<file path="config.mk">
export PLATFORM = sky130hd
export DESIGN_NAME = push_arbiter
export DESIGN_NICKNAME = d
export VERILOG_FILES = /design/src/rtl/pifo_pkg.sv /design/src/rtl/rr_pick2.sv /design/src/rtl/push_arbiter.sv
export SDC_FILE = /design/constraint.sdc
export NUM_CORES = 1
export LEC_CHECK = 0
export BUFFER_PORTS_ARGS = -buffer_cell sky130_fd_sc_hd__clkbuf_2
export CAP_MARGIN = 20
export CORE_AREA = 2 2 205 207
export DETAILED_ROUTE_END_ITERATION = 8
export DIE_AREA = 0 0 207 209
export HOLD_SLACK_MARGIN = 0.03
export PLACE_DENSITY = 0.79
export SYNTH_ARGS = -nofsm -noshare
export SYNTH_HDL_FRONTEND = slang
export SYNTH_SLANG_ARGS = --single-unit
export TNS_END_PERCENT = 50
</file>
<file path="constraint.sdc">
create_clock -name clk -period 4.5 [get_ports clk]
set_clock_uncertainty 0.15 [all_clocks]
set_input_delay 0.675 -clock clk [delete_from_list [all_inputs] [get_ports clk]]
set_output_delay 0.675 -clock clk [all_outputs]
set_load 0.02 [all_outputs]
</file>
<file path="src/rtl/pifo_pkg.sv">
// Shared types and widths for the PIFO push path: the staged push request
// and the rank/flow/counter widths used by the arbiter and scheduler.
package pifo_pkg;

  localparam int RANK_W = 32;
  localparam int FLOW_W = 10;
  localparam int CNT_W  = 16;

  typedef struct packed {
    logic [RANK_W-1:0] rank;
    logic [RANK_W-1:0] value;
    logic [FLOW_W-1:0] flow;
  } push_req_t;

endpackage

</file>
<file path="src/rtl/rr_pick2.sv">
// Rotating pick-two: scans occupancy starting at ptr and returns the first
// and (when en2) second occupied ports as one-hot grants.
module rr_pick2 #(
  parameter  int PORTS = 4,
  localparam int PW    = $clog2(PORTS)
) (
  input  logic [PORTS-1:0] occ,
  input  logic [PW-1:0]    ptr,
  input  logic             en2,
  output logic [PORTS-1:0] gnt1,
  output logic [PORTS-1:0] gnt2,
  output logic             vld1,
  output logic             vld2
);

  logic [PW:0] pos;

  always_comb begin
    gnt1 = '0;
    gnt2 = '0;
    vld1 = 1'b0;
    vld2 = 1'b0;
    pos  = '0;
    for (int k = 0; k < PORTS; k++) begin
      // One extra bit so ptr + k cannot overflow before the modulo wrap.
      pos = {1'b0, ptr} + (PW+1)'(k);
      if (pos >= (PW+1)'(PORTS)) pos = pos - (PW+1)'(PORTS);
      if (occ[pos[PW-1:0]]) begin
        if (!vld1) begin
          gnt1[pos[PW-1:0]] = 1'b1;
          vld1              = 1'b1;
        end else if (en2 && !vld2) begin
          gnt2[pos[PW-1:0]] = 1'b1;
          vld2              = 1'b1;
        end
      end
    end
  end

endmodule

</file>
<file path="src/rtl/push_arbiter.sv">
// Per-port single-entry staging with round-robin arbitration onto the two
// scheduler push lanes; grants are combinational from staged occupancy.
module push_arbiter
  import pifo_pkg::*;
#(
  parameter int PORTS = 4,
  parameter int FLOWS = FLOW_W
) (
  input  logic                         clk,
  input  logic                         rst,
  input  logic [PORTS-1:0]             req_valid,
  input  logic [PORTS-1:0][RANK_W-1:0] req_rank,
  input  logic [PORTS-1:0][RANK_W-1:0] req_value,
  input  logic [PORTS-1:0][FLOWS-1:0]  req_flow,
  output logic [PORTS-1:0]             req_ready,
  input  logic                         can_push_1,
  input  logic                         can_push_2,
  output logic                         push_1,
  output logic [RANK_W-1:0]            push_rank_1,
  output logic [RANK_W-1:0]            push_value_1,
  output logic [FLOWS-1:0]             push_flow_1,
  output logic                         push_2,
  output logic [RANK_W-1:0]            push_rank_2,
  output logic [RANK_W-1:0]            push_value_2,
  output logic [FLOWS-1:0]             push_flow_2,
  output logic [PORTS-1:0][CNT_W-1:0]  grant_count
);

  localparam int PW = $clog2(PORTS);

  logic [PORTS-1:0]            buf_valid_q, buf_valid_d;
  push_req_t                   buf_q [PORTS];
  push_req_t                   buf_d [PORTS];
  logic [PW-1:0]               rr_ptr_q, rr_ptr_d;
  logic [PORTS-1:0][CNT_W-1:0] grant_count_q, grant_count_d;

  logic [PORTS-1:0] gnt1, gnt2, grant, load;
  logic             vld1, vld2;
  logic [PW-1:0]    idx1, idx2;

  function automatic logic [PW-1:0] next_ptr(input logic [PW-1:0] idx);
    return (idx == PW'(PORTS-1)) ? '0 : idx + 1'b1;
  endfunction

  // Masking occupancy with can_push_1 suppresses both lanes when the scheduler is full.
  rr_pick2 #(.PORTS(PORTS)) u_pick (
    .occ  (buf_valid_q & {PORTS{can_push_1}}),
    .ptr  (rr_ptr_q),
    .en2  (can_push_2),
    .gnt1 (gnt1),
    .gnt2 (gnt2),
    .vld1 (vld1),
    .vld2 (vld2)
  );

  always_comb begin
    grant       = gnt1 | gnt2;
    req_ready   = ~buf_valid_q | grant;
    load        = req_valid & req_ready;
    buf_valid_d = (buf_valid_q & ~grant) | load;
    idx1        = '0;
    idx2        = '0;
    for (int p = 0; p < PORTS; p++) begin
      if (gnt1[p]) idx1 = PW'(p);
      if (gnt2[p]) idx2 = PW'(p);
    end
    rr_ptr_d = rr_ptr_q;
    if (vld2)      rr_ptr_d = next_ptr(idx2);
    else if (vld1) rr_ptr_d = next_ptr(idx1);
    for (int p = 0; p < PORTS; p++) begin
      grant_count_d[p] = grant_count_q[p] + {{(CNT_W-1){1'b0}}, grant[p]};
      buf_d[p]         = buf_q[p];
      if (load[p]) buf_d[p] = '{rank: req_rank[p], value: req_value[p], flow: req_flow[p]};
    end
  end

  // AND-OR lane muxes: entries that are not granted contribute zeros, never stale data.
  always_comb begin
    push_1       = vld1;
    push_2       = vld2;
    push_rank_1  = '0;
    push_value_1 = '0;
    push_flow_1  = '0;
    push_rank_2  = '0;
    push_value_2 = '0;
    push_flow_2  = '0;
    for (int p = 0; p < PORTS; p++) begin
      if (gnt1[p]) begin
        push_rank_1  = buf_q[p].rank;
        push_value_1 = buf_q[p].value;
        push_flow_1  = buf_q[p].flow;
      end
      if (gnt2[p]) begin
        push_rank_2  = buf_q[p].rank;
        push_value_2 = buf_q[p].value;
        push_flow_2  = buf_q[p].flow;
      end
    end
  end

  assign grant_count = grant_count_q;

  always_ff @(posedge clk or negedge rst) begin
    if (!rst) begin
      buf_valid_q   <= '0;
      rr_ptr_q      <= '0;
      grant_count_q <= '0;
    end else begin
      buf_valid_q   <= buf_valid_d;
      rr_ptr_q      <= rr_ptr_d;
      grant_count_q <= grant_count_d;
    end
  end

  // Staged payload is qualified by buf_valid_q, so it needs no reset.
  always_ff @(posedge clk) begin
    buf_q <= buf_d;
  end

endmodule

</file>
Word level (Yosys, flattened, before mapping). Index checks and enable logic that the tools add are counted.

Add/sub/neg operators: 13. Order comparisons: 12. Eq/ne operators: 2. Muxes and demuxes: 83. Bitwise gates (word level): 13. Reductions and logical operators: 9.

Operators with widths (count): 2-to-1 mux 32 bit (16); 2-to-1 mux 10 bit (8); adder 16 x 1 -> 16 bit (4); 2-to-1 mux 4 bit (16); OR 4 bit (8); 2-to-1 mux 2 bit (12); 2-to-1 mux 1 bit (23); AND 4 bit (3); less-than comparator 2 x 3 -> 1 bit, second input constant (4); >= comparator 3 bit, second input constant (3); binary-select mux 1 bit (select 2 bit) (4); demux 1 bit (select 2 bit) (4); >= comparator 2 x 1 -> 1 bit, second input constant (4); NOT 4 bit (2); subtractor 2 x 1 -> 2 bit, second input constant (4); adder 2 x 2 -> 3 bit, second input constant (2); logical AND 1 bit (6); adder 2 x 1 -> 2 bit, second input constant (2); equality test 2 bit, second input constant (2); adder 2 x 1 -> 3 bit, second input constant (1); >= comparator 2 x 3 -> 1 bit, second input constant (1); logical NOT 1 bit (2); nonzero test 2 bit (1).

Register bits after elaboration: 366. Output and inout bits: 218. Logic and storage cells: 150.

Depth between registers and ports, before layout. Gate-level depths: netlist (run 1).

Depth after elaboration: 24. Mapped depth: 18. Mapped depth without buffers: 14.

Cells and area by module. From an unflattened synthesis (run 1), not the netlist that was laid out.

Cells, all modules: 1299. Area, all modules: 16400.7 µm².

Modules (own cells, without submodules): push_arbiter (times used 1, cells an instance 1252, area each 15945.3 µm²); rr_pick2 (times used 1, cells an instance 47, area each 455.4 µm²).

Least setup slack after synthesis (run 1). Ideal clock, no wire load.

Path type: reg-to-reg. Start point: register rr_ptr_q[0]. End point: register buf_q[148] in the netlist's numbering (enable). Arrival: 4.322 ns. Data required time: 3.910 ns. Setup slack: -0.413 ns. Cell stages (with the launch flop): 13. Cells stage by stage: dfrtp_1 buf_4 inv_1 ha_1 buf_4 mux2i_1 o22ai_1 nand3_1 a211oi_2 clkbuf_2 a211oi_1 nand2_1 and2_1.

Longest elaborated chain between the ends: 21. Elaborated cells on any way between the ends: 79.

RTL lines: start: declaration (line push_arbiter.sv:34) `logic [PW-1:0] rr_ptr_q, rr_ptr_d;`; start signal: assignment (line push_arbiter.sv:110) `rr_ptr_q <= rr_ptr_d;`; adder 2 x 1 -> 3 bit (line rr_pick2.sv:26) `pos = {1'b0, ptr} + (PW+1)'(k);`; >= comparator 3 bit / subtractor 2 x 1 -> 2 bit (equally long branches) (line rr_pick2.sv:27) `if (pos >= (PW+1)'(PORTS)) pos = pos - (PW+1)'(PORTS);`; 2-to-1 mux 2 bit (line rr_pick2.sv:27); less-than comparator 2 x 3 -> 1 bit (not written as such) / >= comparator 2 x 1 -> 1 bit (equally long branches) (line rr_pick2.sv:30, rr_pick2.sv:33); logical AND 1 bit (not written as such) (line rr_pick2.sv:30, rr_pick2.sv:33); 2-to-1 mux 1 bit (not written as such) (line rr_pick2.sv:30, rr_pick2.sv:33); demux 1 bit (select 2 bit); 2-to-1 mux 4 bit (line rr_pick2.sv:32) `end else if (en2 && !vld2) begin`; (+7 left out); 2-to-1 mux 4 bit (line rr_pick2.sv:32); 2-to-1 mux 4 bit (line rr_pick2.sv:29) `if (!vld1) begin`; 2-to-1 mux 4 bit (line rr_pick2.sv:28) `if (occ[pos[PW-1:0]]) begin`; OR 4 bit * (line push_arbiter.sv:57) `grant = gnt1 | gnt2;`; OR 4 bit * (line push_arbiter.sv:58) `req_ready = ~buf_valid_q | grant;`; via req_ready[1] (line push_arbiter.sv:15) `output logic [PORTS-1:0] req_ready,`; AND 4 bit * (line push_arbiter.sv:59) `load = req_valid & req_ready;`; via load[1] (line push_arbiter.sv:37) `logic [PORTS-1:0] gnt1, gnt2, grant, load;`; end signal: assignment (line push_arbiter.sv:117) `buf_q <= buf_d;`; end: declaration (line push_arbiter.sv:32) `push_req_t buf_q [PORTS];`.

Mark *: on every way through the listed nets, which the timed path passes. The rest lies on a longest branch. The select of a mux whose other input is x is not followed. A chain may end at the register's enable or synchronous reset.

Final worst setup path (run 1).
Start point: register rr_ptr_q[0]. End point: output push_rank_2[12].

Longest elaborated chain between the ends: 22. Elaborated cells on any way between the ends: 65.

RTL lines: adder 2 x 1 -> 3 bit (line rr_pick2.sv:26); >= comparator 3 bit / subtractor 2 x 1 -> 2 bit (equally long branches) (line rr_pick2.sv:27); 2-to-1 mux 2 bit (line rr_pick2.sv:27); less-than comparator 2 x 3 -> 1 bit (not written as such) / >= comparator 2 x 1 -> 1 bit (equally long branches) (line rr_pick2.sv:33) `gnt2[pos[PW-1:0]] = 1'b1;`; logical AND 1 bit (not written as such) (line rr_pick2.sv:33); 2-to-1 mux 1 bit (not written as such) (line rr_pick2.sv:33); demux 1 bit (select 2 bit); 2-to-1 mux 4 bit (line rr_pick2.sv:32); (+4 left out); 2-to-1 mux 4 bit (line rr_pick2.sv:29); 2-to-1 mux 4 bit (line rr_pick2.sv:28); OR 4 bit (no source line); 2-to-1 mux 4 bit (line rr_pick2.sv:32); 2-to-1 mux 4 bit (line rr_pick2.sv:29); 2-to-1 mux 4 bit * (line rr_pick2.sv:28); 2-to-1 mux 32 bit (3 in series) (line push_arbiter.sv:93) `if (gnt2[p]) begin`; 2-to-1 mux 32 bit * (line push_arbiter.sv:93); end: declaration (line push_arbiter.sv:23) `output logic [RANK_W-1:0] push_rank_2,`.

Mark *: on every way between the ends. The rest lies on a longest branch, timed or not. The select of a mux whose other input is x is not followed.

==> results by group, run 1 <==
Routing
  – Detailed Route WL: approximately 59 mm
  – Initial detailed-routing violation count: between 1000 and 1500
  – Residual DRC: 0
  – Wire per inst: about 25 um
  – Vias per cell: slightly above 6
  – Routed vias: 14326
  – Antenna viol nets, final: 0
  – Detailed Routing Iterations Pass 1: 5

Clock tree
  – CTS tree: done
  – Clk_lat worst skew: around 0.54 ns
  – Clk pin slew, worst setup/hold paths: approximately 0.060 ns
  – H-tree depth: 2
  – CTS sink count: 366
  – CTS Root Cell: clkbuf_16
  – CTS Buffer Depth: 3
  – CTS buffer count: 41

Yosys
  – Post-Synthesis Cells: around 1300
  – Leading area contributor after synthesis: edfxtp_1
  – Async S/R FF share, synth: 0.191
  – Syn. warnings: 0
  – Number of synthesized flops with an enable pin: between 200 and 300
  – Top_reg_cell synth: edfxtp_1
  – Synth Register Bits: 366
  – Synthesized net count: between 1500 and 2000
  – Post-Syn Area: about 17000 um^2
  – Synth Area per Inst: approximately 13 um^2
  – Yosys top cell area share: 0.525
  – Library cells used by synthesis: 57
  – Synth area leaders: edfxtp_1, dfrtp_1, a221o_1
  – Sequential fraction of the synthesis area: 0.629

Global route
  – Grt total ovfl: 0
  – Vias in the first global route: 13990
  – First-pass GRT wire length: between 80 and 90 mm
  – Pin count of the biggest net entering global routing: 75
  – Tot GR Track Use: 0.258
  – Initial antenna violation count: 3

Die
  – Ports: 522
  – Initial Util: 0.410
  – Die Ht: roughly 210 um
  – Placeable Area: between 40000 and 50000 um^2
  – Core Rows: 75
  – Die X: between 200 and 250 um
  – Die area: between 40000 and 50000 um^2

Placed design
  – Final Wtd Congestion: between 0.9 and 1
  – Estimated wirelength of the detail-placed design: 38.6 mm
  – Port bufs: 521
  – Placed cell area: between 20000 and 25000 um^2

Min path
  – Hold Startpoint: req_flow[2]
  – Hold Crit Class: input port to flip-flop

Critical path
  – Critical path capture point type: primary output
  – Max incr delay on CP: 0.37 ns
  – Slowest CP cell: dfrtp_1
  – Critical Path Source: rr_ptr_q[0]
  – Critical path type: flip-flop to primary output
  – Worst-path fanout max: 17
  – CP delay by family, top: buffers and inverters
  – Crit path cell chain: inv_2, ha_4, mux2i_1, o22a_1, nor2_1, o211ai_1, nand4_1, buf_4, buf_4, bufbuf_16, nor3b_2, o22a_1, clkbuf_2
  – Reg-to-reg startpoint: rr_ptr_q[0]
  – CP Launch Type: flip-flop
  – WP data required: ~3.7 ns
  – Reg-to-reg slack, setup: 0.58 ns
  – CP arrival: between 3 and 4 ns
  – Crit path buffers/inverters: 5

STA
  – Final setup vio count: 0
  – Hold Slack: 0.139 ns
  – Least-Margin Pin Slew: 0.676 ns
  – Highest clock rate: around 0.22 GHz
  – RSZ-0062 raised after global routing: yes
  – Final Cycle Share: 0.988
  – Slew Limit Fails: 0
  – Hold Vio Cnt, Final: 0
  – Clock period minus worst slack: ~4.4 ns
  – Max_slew headroom: 0.549

Layout
  – Area delta synth->final: 30.1%
  – Final net count: between 2000 and 2500
  – Post-Layout Inst Area: about 22000 um^2
  – Layout cell share with drive strength beyond 1: 0.387

Job
  – Max-cap violation count: 0

Outcome
  – Status: completed
## logic make-up after synthesis
| group | count (synthesis) | synth area share |
|---|---|---|
| xor+xnor | 56 | 0.0290 |
| simple gates | 365 | 0.120 |
| mux | 10 | 0.00599 |
| compound gates | 348 | 0.171 |
| buf+inv | 117 | 0.0329 |
| fa+ha+maj | 17 | 0.0124 |
| flops | 366 | 0.629 |
## cells in the mapped netlist, drive strengths merged, types with 2 or more instances
cell     count
nor3         8
edfxtp     296
a221oi      80
xor2        12
o22a        75
and2         8
nand3       29
clkbuf      57
nor2b        4
mux2i        9
o21a         2
nand2       29
o211ai       6
o211a        3
a21oi       83
a211oi       6
o21ai        5
a2bb2oi      2
o22ai        5
nand4       17
a221o       71
nand2b       7
nor3b       73
a31oi        2
xnor2       44
inv         10
dfrtp       70
and3        86
or2          2
ha          16
buf         50
nor4         2
nor2        95
or3b         3
## registers in the layout, indices dropped and copies added, names as in the netlist
signal,flops
buf_valid_q,4
buf_q,296
rr_ptr_q,2
grant_count,64
## cell type report
class | instances | area [um^2]
clock inverters | 21 | 130
well taps | 539 | 674
fillers | 3429 | 19300
repair buffers | 573 | 3320
multi-input cells | 796 | 6060
diodes | 2 | 5.00
clock buffers | 54 | 1160
flip-flops and latches | 366 | 10600
inverters | 10 | 37.5
## final timing paths
path	cells past startpoint	endpoint
max	13	push_rank_2[12]
min	1	buf_q[224]
max reg2reg	17	grant_count[28]
min reg2reg	1	grant_count[15]
max in group asynchronous	3	grant_count[5]
min in group asynchronous	2	grant_count[36]
## metal layers
| metal | share of wire | vias to the layer above | routed length [um] | GRT usage |
|---|---|---|---|---|
| li1 | - | 6140 | - | - |
| met1 | 0.37 | 6874 | 21800 | 0.332 |
| met2 | 0.47 | 1109 | 27600 | 0.421 |
| met3 | 0.11 | 201 | 6300 | 0.0591 |
| met4 | 0.049 | 2 | 2860 | 0.109 |
| met5 | 0.00020 | - | 12 | 0 |
## metrics by stage
stage / setup WS, ns / utilization / setup TNS (ns) / instances
2_1_floorplan: -0.328 / - / -31.38 / 1279
3_3_place_gp: 0.286 / 0.492 / 0 / 2269
3_5_place_dp: 0.225 / 0.492 / 0 / 2269
4_1_cts: 0.0193 / 0.527 / 0 / 2352
5_1_grt: -0.112 / 0.533 / -0.819 / 2359
6_report: 0.0550 / 0.533 / 0 / 2361
## cells in the final DEF, fill, tap and decap left out, types with 4 or more instances in the layout
master,instances
mux2i_1,6
nand2b_1,7
a221oi_1,68
nor2_1,95
o211ai_1,6
xnor2_1,44
clkbuf_2,511
edfxtp_1,296
xor2_1,12
ha_1,15
nand3_1,29
nand2_1,27
clkbuf_16,45
buf_4,35
nor3_1,7
o21ai_0,4
a221o_1,71
clkbuf_1,8
a21oi_1,82
nor2b_1,4
inv_1,8
nor3b_1,54
and3_1,86
nor3b_2,19
nand4_1,17
clkinv_1,9
dfrtp_1,67
and2_4,4
buf_12,19
and2_1,4
a221oi_2,10
o22a_1,73
clkinv_2,7
## timing repair
item,CTS,global route
hold buffers,1,0
resized for setup,12,57
endpoints found under the hold margin,26,0
pin swaps,2,8
setup endpoints to repair,148,122
setup buffers,6,6
cloned,1,1
Power of run 1 is not shown: default switching activity piles up to over one toggle a cycle in this logic, so the estimate is an artifact.
==> run 2: changes to the inputs <==
Settings changed: PLACE_DENSITY 0.79 to 0.77.
Clock period 4.5 ns to 5.55 ns, I/O delays scaled along.
==> results by group, run 2 (synthesized netlist as in run 1, its figures left out) <==
STA
  – Final Cycle Share: 0.944
  – Least-Margin Pin Slew: slightly below 0.9 ns
  – Setup_tns: 0 ns
  – Hold Slack: around 0.29 ns
  – Max_slew headroom: 0.408
  – Final setup vio count: 0
  – RSZ-0062 raised after global routing: no
  – Hold Vio Cnt, Final: 0
  – Highest clock rate: between 0.15 and 0.2 GHz
  – Clock period minus worst slack: 5.24 ns
  – Slew Limit Fails: 0

Layout
  – Commonest non-fill, non-tap cell in the layout: clkbuf_2
  – Layout cell share with drive strength beyond 1: 0.362
  – FF/Latch Area: approximately 11000 um^2
  – Max reg flops: approximately 300
  – # fillers: around 3500
  – Multi-input logic area: ~5800 um^2
  – Area delta synth->final: 27.2%
  – Most frequent cells in the layout: clkbuf_2, edfxtp_1, nor2_1
  – Final net count: approximately 2100
  – Largest Register: buf_q

Critical path
  – Critical path type: flip-flop to primary output
  – CP Launch Type: flip-flop
  – CP arrival: around 4.3 ns
  – Reg-to-reg slack, setup: between 1 and 1.5 ns
  – Worst-path fanout max: 37
  – Crit path cell chain: inv_1, ha_1, nand2b_1, o22a_1, nor3_1, a211o_2, buf_12, and3_1, a221oi_1, a21oi_1, clkbuf_2
  – Critical path capture point type: primary output
  – Worst r2r path cells: 13
  – Crit path buffers/inverters: 3
  – Slowest CP cell: a211o_2
  – WP data required: 4.57 ns
  – Reg2reg end: grant_count[44]
  – Max incr delay on CP: ~0.76 ns
  – Reg-to-reg startpoint: rr_ptr_q[0]
  – CP delay by family, top: compound AO/OA/AOI/OAI gates

Global route
  – Grt total ovfl: 0
  – First-pass GRT wire length: approximately 86 mm
  – Vias in the first global route: 14142
  – Tot GR Track Use: 0.258
  – Initial antenna violation count: 4
  – Pin count of the biggest net entering global routing: 78

Clock tree
  – CTS Root Cell: clkbuf_16
  – CTS Hold Buffers Added: 0
  – Resized cells post-CTS: 0
  – CTS sink count: approximately 370
  – Post-CTS Setup Bufs: 0
  – CTS Buffer Depth: 3
  – CTS tree: done
  – Clk_lat worst skew: 0.56 ns
  – Clk pin slew, worst setup/hold paths: about 0.070 ns
  – CTS buffer count: 40
  – H-tree depth: 2

Min path
  – Worst Hold Path EP: buf_q[282]
  – Hold Startpoint: req_rank[18]
  – Hold Crit Class: input port to flip-flop
  – Worst Hold Depth: 1

Routing
  – Residual DRC: 0
  – Detailed Routing Iterations Pass 1: 6
  – Initial detailed-routing violation count: about 1600
  – Routed vias: between 10000 and 15000
  – Detailed Route WL: a little under 60 mm
  – Vias per cell: between 6 and 7
  – Wire per inst: approximately 25 um
  – Antenna viol nets, final: 0

Placed design
  – Estimated wirelength of the detail-placed design: 38.2 mm
  – Port bufs: 521
  – Final Wtd Congestion: 0.954

Die
  – Die Ht: 209 um
  – Ports: 522
  – Die X: a little over 200 um
  – Placeable Area: between 40000 and 50000 um^2
  – Core Rows: between 70 and 80
  – Initial Util: 0.410
  – Die area: 43300 um^2

Job
  – Max-cap violation count: 0

Outcome
  – Status: completed
-- run 2: cell types whose count changed in the layout (fill, tap and decap cells not counted), sizes merged --
cell         previous run  this run
inv                    13        11
dlygate4sd3             1         0
clkinv                 16        21
buf                    58        37
clkbuf                567       570
bufinv                  1         2
bufbuf                  1         0
-- run 2: cell type report --
type                    count  area share
repair buffers            558       0.142
clock inverters            25     0.00889
well taps                 539      0.0313
multi-input cells         796       0.271
diodes                      2    0.000232
clock buffers              49      0.0510
flip-flops and latches    366       0.494
inverters                  10     0.00174
-- run 2: metal layers --
metal | vias to the layer above | wire length [um] | track usage
li1 | 6106 | - | -
met1 | 6893 | 21800 | 0.328
met2 | 1031 | 27800 | 0.424
met3 | 183 | 6190 | 0.0591
met4 | 4 | 2400 | 0.114
met5 | - | 22 | 0
-- run 2: worst max-delay path by stage --
stage | start | endpoint | slack (ns) | cells past startpoint
after CTS | rr_ptr_q[0] | push_flow_1[3] | 0.35 | 11
after floorplan | rr_ptr_q[0] | buf_q[148] | 0.64 | 12
after global routing | rr_ptr_q[0] | push_flow_1[3] | 0.11 | 11
final | rr_ptr_q[0] | push_flow_1[3] | 0.31 | 11
after detailed placement | rr_ptr_q[0] | push_flow_1[3] | 0.97 | 11
after global placement | can_push_1 | push_value_1[7] | 1.03 | 10
-- run 2: metrics by stage --
step,setup WS (ns),instances,instance area [um^2],util
global placement,1.03,2269,20200,0.490
CTS,0.347,2343,21500,0.521
global route,0.108,2345,21500,0.522
floorplan,0.637,1279,16900,-
finish,0.308,2345,21500,0.522
detailed placement,0.974,2269,20200,0.490
Power of run 2 is left out for the same reason.
==> run 3: changes to the inputs <==
Settings changed: CORE_AREA 2 2 205 207 to 2 2 204 206, DIE_AREA 0 0 207 209 to 0 0 206 208, PLACE_DENSITY 0.77 to 0.76, SYNTH_HIERARCHICAL from default to 1.
==> results by group, run 3 <==
Critical path
  – CP Launch Type: flip-flop
  – Critical path capture point type: primary output
  – Max incr delay on CP: about 0.63 ns
  – Slowest CP cell: mux4_2
  – WP data required: approximately 4.6 ns
  – Critical path type: flip-flop to primary output
  – Crit-path most repeated cell: o21ai_0
  – Worst-path fanout max: 29
  – Crit path cell chain: inv_1, ha_1, mux4_2, xnor2_2, o22ai_4, a221o_4, nor2b_4, buf_6, a221o_1, o21ai_0, o21ai_0, clkbuf_2
  – CP arrival: roughly 4.4 ns

Yosys
  – Syn. warnings: 6
  – Most frequent cells after synthesis: edfxtp_1, o21ai_0, nand2_1
  – Post-Synthesis Cells: about 1300
  – Largest family of logic cells by synthesized area: compound AO/OA/AOI/OAI gates
  – Synth area leaders: edfxtp_1, dfrtp_1, a221o_1
  – Area fraction in compound gates after synthesis: 0.190
  – Async S/R FF share, synth: 0.191
  – Sequential fraction of the synthesis area: 0.649
  – Synth Register Bits: around 370
  – Synth Area per Inst: 12.6 um^2
  – Yosys top cell area share: 0.542
  – Library cells used by synthesis: 47
  – Post-Syn Area: 16400 um^2
  – Top_reg_cell synth: edfxtp_1
  – Most numerous cell in the Yosys netlist: edfxtp_1
  – Number of synthesized flops with an enable pin: between 200 and 300
  – Simple-gate share of the synthesized area: 0.0793
  – Post-synthesis mux area share: 0.00717
  – Leading area contributor after synthesis: edfxtp_1
  – Synthesized net count: around 1600
  – Xor/xnor share of the synthesized area: 0.0314
  – Post-Synth Adder-Cell Area: 0.0121

Routing
  – Detailed Route WL: around 55 mm
  – Residual DRC: 0
  – Routed vias: 13693
  – Antenna viol nets, final: 0
  – Detailed Routing Iterations Pass 1: 5
  – Vias per cell: roughly 5.8
  – Initial detailed-routing violation count: roughly 1500
  – Wire per inst: between 20 and 25 um

STA
  – Max_slew headroom: 0.320
  – Clock period minus worst slack: roughly 5.3 ns
  – Least-Margin Pin Slew: slightly above 1 ns
  – Setup_tns: 0 ns
  – Hold Vio Cnt, Final: 0
  – Final setup vio count: 0
  – Final Cycle Share: 0.962
  – Slew Limit Fails: 0
  – RSZ-0062 raised after global routing: no
  – Highest clock rate: roughly 0.19 GHz

Global route
  – Grt total ovfl: 0
  – Initial antenna violation count: 6
  – Tot GR Track Use: 0.250
  – Pin count of the biggest net entering global routing: 78
  – Vias in the first global route: between 10000 and 15000
  – First-pass GRT wire length: 81.5 mm

Clock tree
  – H-tree depth: 2
  – Clk_lat worst skew: 0.55 ns
  – CTS Root Cell: clkbuf_16
  – CTS sink count: around 370
  – CTS tree: done
  – CTS Buffer Depth: 3
  – CTS buffer count: 42
  – Clk pin slew, worst setup/hold paths: around 0.060 ns

Placed design
  – Final Wtd Congestion: 0.954
  – Estimated wirelength of the detail-placed design: ~37 mm
  – Port bufs: about 520

Die
  – Die Ht: about 210 um
  – Placeable Area: between 40000 and 50000 um^2
  – Initial Util: 0.404
  – Ports: about 520
  – Die area: 42800 um^2
  – Die X: roughly 210 um
  – Core Rows: 74

Layout
  – Max reg flops: 296
  – Layout cell share with drive strength beyond 1: 0.350
  – Largest Register: buf_q
  – # fillers: between 3000 and 4000
  – Commonest non-fill, non-tap cell in the layout: clkbuf_2
  – Area delta synth->final: 28.4%
  – Final net count: between 2000 and 2500
  – Most frequent cells in the layout: clkbuf_2, edfxtp_1, o21ai_0

Job
  – Max-cap violation count: 0

Min path
  – Hold Crit Class: input port to flip-flop

Outcome
  – Status: completed
==> run 3: cell count changes after synthesis, moves of 39 or more <==
cell,delta
o22a_1,-75
nand2_1,+143
a21oi_1,-81
and3_1,-79
a221o_1,+81
nor3b_1,-73
nor2_1,-80
o21ai_0,+255
o21ai_1,+39
a221oi_1,-65
==> run 3: path summary, 6_finish.rpt <==
kind	from	end	slack, ns	cells after the start
hold reg to reg	grant_count[63]	grant_count[63]	0.32	1
max in group asynchronous	rst	rr_ptr_q[0]	4.27	2
hold / removal	req_value[121]	buf_q[35]	0.29	1
setup reg to reg	rr_ptr_q[1]	buf_q[43]	0.92	11
min in group asynchronous	rst	grant_count[57]	0.36	2
setup / recovery	rr_ptr_q[1]	push_flow_2[3]	0.21	12
==> run 3: kinds of logic (layout without fill, tap and decap cells) <==
group | count (synthesis) | after routing
compound gates | 462 | 463
xor+xnor | 57 | 57
fa+ha+maj | 16 | 16
buf+inv | 111 | 633
flops | 366 | 366
mux | 6 | 6
other cells | 0 | 4
simple gates | 281 | 281
==> run 3: layout make-up <==
type	count	area [um^2]	share of cell area
flip-flops and latches	366	10600	0.505
multi-input cells	823	5380	0.255
repair buffers	548	3020	0.143
clock buffers	59	1180	0.0558
well taps	532	666	0.0316
clock inverters	17	134	0.00636
inverters	9	33.8	0.00160
diodes	4	10.0	0.000475
==> run 3: what timing repair did <==
item / 4_1_cts / 5_1_grt
resized for setup: 3 / 6
setup buffers: 3 / 0
pin swaps: 1 / 0
hold buffers: 0 / 0
endpoints found under the setup margin: 3 / 35
cloned: 1 / 0
==> run 3: critical path, delay by kind of cell, from the launching register on <==
family	cells	cell delay (ns)
compound gates	5	1.23
buf+inv	3	0.66
mux	1	0.63
flops	1	0.46
fa+ha+maj	1	0.33
xor+xnor	1	0.30
simple gates	1	0.16
==> run 3: metrics by stage <==
step | hold WS (ns) | worst slack [ns] | instances | area, um^2 | util
final | 0.292 | 0.211 | 2358 | 21100 | 0.519
after global routing | 0.262 | 0.0432 | 2357 | 21100 | 0.519
after CTS | 0.252 | 0.0431 | 2354 | 21000 | 0.519
after detailed placement | 0.315 | 0.446 | 2274 | 19700 | 0.485
after global placement | 0.308 | 0.561 | 2274 | 19700 | 0.485
after floorplan | 0.387 | 0.246 | 1299 | 16400 | -
==> run 3: per-layer routing <==
layer | wire (um) | vias to the layer above | track usage | share of wire
met3 | 5010 | 149 | 0.0529 | 0.092
met4 | 2060 | 4 | 0.103 | 0.038
met5 | 25 | - | 0 | 0.00046
li1 | - | 6034 | - | -
met2 | 26800 | 842 | 0.413 | 0.49
met1 | 20800 | 6664 | 0.319 | 0.38
Power of run 3 is left out for the same reason.
